**config.mk**
```make
export PLATFORM = sky130hd
export DESIGN_NAME = vram_arbiter
export DESIGN_NICKNAME = d
export VERILOG_FILES = /design/src/rtl/vram_arbiter.sv
export SDC_FILE = /design/constraint.sdc
export NUM_CORES = 1
export LEC_CHECK = 0
export CELL_PAD_IN_SITES_DETAIL_PLACEMENT = 0
export CELL_PAD_IN_SITES_GLOBAL_PLACEMENT = 1
export CORE_ASPECT_RATIO = 1.1
export CORE_MARGIN = 4
export CORE_UTILIZATION = 28
export CTS_BUF_LIST = sky130_fd_sc_hd__clkbuf_8 sky130_fd_sc_hd__clkbuf_16
export CTS_CLUSTER_SIZE = 16
export DETAILED_ROUTE_END_ITERATION = 10
export PLACE_DENSITY_LB_ADDON = 0.1
export REMOVE_ABC_BUFFERS = 1
export SLEW_MARGIN = 30
export SYNTH_ARGS = -nofsm -noshare
export SYNTH_HDL_FRONTEND = slang
export SYNTH_SLANG_ARGS = --single-unit
```
**constraint.sdc**
```tcl
create_clock -name i_clk_pix -period 1.8 [get_ports i_clk_pix]
set_clock_uncertainty 0.1 [all_clocks]
set_input_delay 0.36 -clock i_clk_pix [delete_from_list [all_inputs] [get_ports i_clk_pix]]
set_output_delay 0.36 -clock i_clk_pix [all_outputs]
set_load 0.02 [all_outputs]
```
**src/rtl/vram_arbiter.sv**
```systemverilog
// Video RAM arbiter: video owns fixed phases of each 16-clock character cell; the CPU
// gets the remaining phases through a latched req/ack handshake with a wait output.
module vram_arbiter #(
  parameter int unsigned ADDR_W    = 13,
  parameter int unsigned VID_FIRST = 11,
  parameter int unsigned VID_LAST  = 14
) (
  input  logic              i_clk_pix,
  input  logic              i_nreset,
  input  logic [3:0]        i_vid_phase,
  input  logic [ADDR_W-1:0] i_vid_addr,
  output logic [7:0]        o_vid_rdata,
  input  logic              i_cpu_req,
  input  logic              i_cpu_we,
  input  logic [ADDR_W-1:0] i_cpu_addr,
  input  logic [7:0]        i_cpu_wdata,
  output logic [7:0]        o_cpu_rdata,
  output logic              o_cpu_ack,
  output logic              o_cpu_wait,
  output logic [ADDR_W-1:0] o_ram_addr,
  output logic [7:0]        o_ram_wdata,
  output logic              o_ram_we,
  input  logic [7:0]        i_ram_q
);

  typedef enum logic [1:0] {StIdle, StPend, StRdData, StAck} state_e;

  state_e              r_state, w_state_d;
  logic                r_we, w_we_d;
  logic [ADDR_W-1:0]   r_addr, w_addr_d;
  logic [7:0]          r_wdata, w_wdata_d;
  logic [7:0]          r_rdata, w_rdata_d;
  logic                r_ack, w_ack_d;
  logic                w_in_window;
  logic                w_issue;

  assign w_in_window = (32'(i_vid_phase) >= VID_FIRST) && (32'(i_vid_phase) <= VID_LAST);

  // The CPU only reaches the RAM from PEND, and only outside the video window.
  assign w_issue = (r_state == StPend) && !w_in_window;

  always_comb begin
    w_state_d = r_state;
    w_we_d    = r_we;
    w_addr_d  = r_addr;
    w_wdata_d = r_wdata;
    w_rdata_d = r_rdata;
    unique case (r_state)
      StIdle: begin
        if (i_cpu_req) begin
          w_we_d    = i_cpu_we;
          w_addr_d  = i_cpu_addr;
          w_wdata_d = i_cpu_wdata;
          w_state_d = StPend;
        end
      end
      StPend: begin
        if (w_issue) begin
          w_state_d = r_we ? StAck : StRdData;
        end
      end
      StRdData: begin
        w_rdata_d = i_ram_q;
        w_state_d = StAck;
      end
      StAck: begin
        w_state_d = StIdle;
      end
      default: begin
        w_state_d = StIdle;
      end
    endcase
    w_ack_d = (w_state_d == StAck);
  end

  always_ff @(posedge i_clk_pix or negedge i_nreset) begin
    if (!i_nreset) begin
      r_state <= StIdle;
      r_we    <= 1'b0;
      r_addr  <= '0;
      r_wdata <= '0;
      r_rdata <= '0;
      r_ack   <= 1'b0;
    end else begin
      r_state <= w_state_d;
      r_we    <= w_we_d;
      r_addr  <= w_addr_d;
      r_wdata <= w_wdata_d;
      r_rdata <= w_rdata_d;
      r_ack   <= w_ack_d;
    end
  end

  always_comb begin
    o_ram_addr  = i_vid_addr;
    o_ram_we    = 1'b0;
    o_ram_wdata = '0;
    if (w_issue) begin
      o_ram_addr  = r_addr;
      o_ram_we    = r_we;
      o_ram_wdata = r_wdata;
    end
  end

  assign o_vid_rdata = i_ram_q;
  assign o_cpu_rdata = r_rdata;
  assign o_cpu_ack   = r_ack;
  assign o_cpu_wait  = i_cpu_req && (r_state != StAck);

endmodule

```
==> metrics <==
DRT iter0 DRCs=29; # rows=28; placed cell count=between 200 and 300; Worst Tran Pin Value=452.1 ps; WP data arrival=1700 ps; first-pass GRT wire length=slightly above 7000 um; CP cell instances=clkdlybuf4s15_2 -> nand4b_1 -> o2111ai_4 -> buf_12 -> buf_16 -> mux2_4 -> buf_6; Max Freq=between 400 and 500 MHz; routed wire length=4604 um; Leak Pwr=1.314 nW; detailed-route wire length per cell=14.85 um; Final Core Density=0.5343; Yosys cell types=22; vias in the first global route=1494; Hold WC Path Type=input port to asynchronous set/reset pin; Rel. slew slack=0.6986; flop2flop setup slack=around 230 ps; Post-Syn Area=1605 um2; element type at the critical path start=input port; Max Cap Viol=0; pwr dens=1600 nW/um2; dpl ws=-985.6 ps; Worst VDD drop=0.0006478 V; DRC viols=0; status=complete, but fails checks; failing checks=hold timing, setup timing; post-synthesis sequential area ratio=0.5144; clk sinks=33; CTS Buffer Depth=2; H-tree level count=2; number of antenna diodes=0; Tcrit/Tclk final=1.198; CP max FO=4; Die Wd=80.20 um; CP Capture Type=primary output; die height=87.42 um; Avg Vias per Cell=4.297; GP Congestion=between 0.8 and 0.9; Finished Layout Cells=between 300 and 400; Tot Pwr=4.674 mW; fin. max-slew vios=0; via count=1332; Clk Latency, worst-skew pair=280 ps; io pins=90; Syn Inst Count=130; Max stage delay on crit path=290 ps; multi-input logic area=just over 700 um2; synthesized area per cell=12.35 um2; Reg clk slew, reported paths=60 ps; GR Util All Layers=0.1368; unrepaired setup endpoints after global routing=true; root buf cell=clkbuf_8; drt pass-1 iters=4; CP max-delay cell=mux2_4; largest net degree at the start of global routing=34; Buffers on Ports=89; Bufs and invs on worst path=4; Fin. Hold Viols=2; Yosys warning count=0; FILL cells=around 490; Inserted Clock Buffers=5; Starting Density=0.2937; DIE AREA=between 7000 and 8000 um2; Setup CP Type=input port to primary output; crit path time final=2157 ps; Final Worst Setup Slack=-356.6 ps; Final setup viols=21; synthesis-to-finish area growth=81.92%; Hold WS=-2.526 ps; register area=~830 um2; core area=5465 um2; Yosys reg bits=33; nets@finish=284; layout cells sized above 1=0.4383; Req. time, crit path=1340 ps; Detailed Place HPWL=3160 um; Routed Antenna Nets=0; initial antenna violation count=0; CP delay by family, top=buffers and inverters; CTS tree=yes; gr ovfl total=0
==> final timing paths <==
check                                     from  cells after the start              to
worst max-delay path            i_vid_phase[3]                      7   o_ram_addr[8]
worst min-delay path                  i_nreset                      2       r_addr[6]
worst max register to register      r_state[0]                      4       r_addr[3]
worst min register to register  o_cpu_rdata[2]                      1  o_cpu_rdata[2]
max in group asynchronous             i_nreset                      2       r_addr[4]
min in group i_clk_pix          o_cpu_rdata[2]                      1  o_cpu_rdata[2]
==> kinds of logic (layout without fill, tap and decap cells) <==
logic type | Yosys count | in the layout | synth area share
and+or+nand+nor | 25 | 25 | 0.07093
buffers and inverters | 23 | 128 | 0.08417
DFF | 33 | 33 | 0.5144
AOI/OAI and AO/OA | 14 | 14 | 0.06158
muxes | 35 | 35 | 0.2689
==> where the power goes <==
part | total, mW | switching, mW | internal [mW]
Sequential | 1.30 | 0.177 | 1.12
Combinational | 2.86 | 1.24 | 1.62
Clock | 0.514 | 0.257 | 0.257
==> metal layers <==
metal,GRT usage,routed length (um),vias up
met3,0.03520,242,6
met5,0,0,-
met1,0.1572,1813,645
met4,0.05530,65,0
li1,-,-,636
met2,0.2402,2483,45
==> placed cells by master (no fill, tap or decap), types with 2 or more instances in the layout <==
cell              n
buf_12            6
mux2_4           12
buf_16            2
clkbuf_8          5
o21ai_0           9
mux2_2           23
buf_2             7
nor2_4            8
inv_1            11
buf_4            12
dfrtp_1          33
dlygate4sd2_1     8
nand2_1          10
clkdlybuf4s50_1  53
buf_6            21
==> flip-flops by register name, summed over array words and instances (netlist names) <==
register and flops:
r_addr 13, o_cpu_rdata 8, r_wdata 8, r_state 2, o_cpu_ack 1, r_we 1
==> cell usage after synthesis <==
| master | number | area (um2) |
|---|---|---|
| dfrtp_1 | 33 | 825.8 |
| mux2_2 | 24 | 270.3 |
| nand2_1 | 11 | 41.29 |
| mux2_4 | 10 | 150.1 |
| inv_1 | 9 | 33.78 |
| nor2_1 | 9 | 33.78 |
| o21ai_0 | 9 | 45.04 |
| buf_4 | 8 | 60.06 |
| buf_2 | 3 | 15.01 |
| buf_6 | 2 | 22.52 |
| a21boi_0 | 1 | 7.510 |
| a21oi_1 | 1 | 5.000 |
| and2_1 | 1 | 6.260 |
| clkbuf_1 | 1 | 3.750 |
| mux2_1 | 1 | 11.26 |
| nand2b_1 | 1 | 6.260 |
| nand4b_1 | 1 | 8.760 |
| nor3_1 | 1 | 5.000 |
| nor3b_2 | 1 | 12.51 |
| o2111ai_4 | 1 | 26.28 |
| o211ai_1 | 1 | 7.510 |
| o21a_1 | 1 | 7.510 |
==> area by class of cell <==
| cell class | instances | share of cell area |
|---|---|---|
| timing repair buffer | 111 | 0.3985 |
| clock buffer | 5 | 0.02356 |
| inverter | 9 | 0.01157 |
| multi-input combinational | 74 | 0.2476 |
| sequential | 33 | 0.2828 |
| tap | 75 | 0.03213 |
| clock inverter | 3 | 0.003856 |
==> what timing repair did <==
action | 4_1_cts | 5_1_grt
pin swaps | 4 | 1
setup endpoints to repair | 31 | 23
hold buffers | 0 | 0
buffers inserted | 6 | 3
gates resized for setup | 178 | 5
gates cloned | 3 | 0
==> per-stage QoR <==
stage                     TNS (ps)  instance area (um2)
after global routing         -6627                 2920
after global placement      -21540                 2597
final                        -5349                 2920
after floorplan              -7556                 1504
after detailed placement    -22310                 2597
after CTS                    -5475                 2899
No activity file was read; power rests on OpenSTA's default activity.
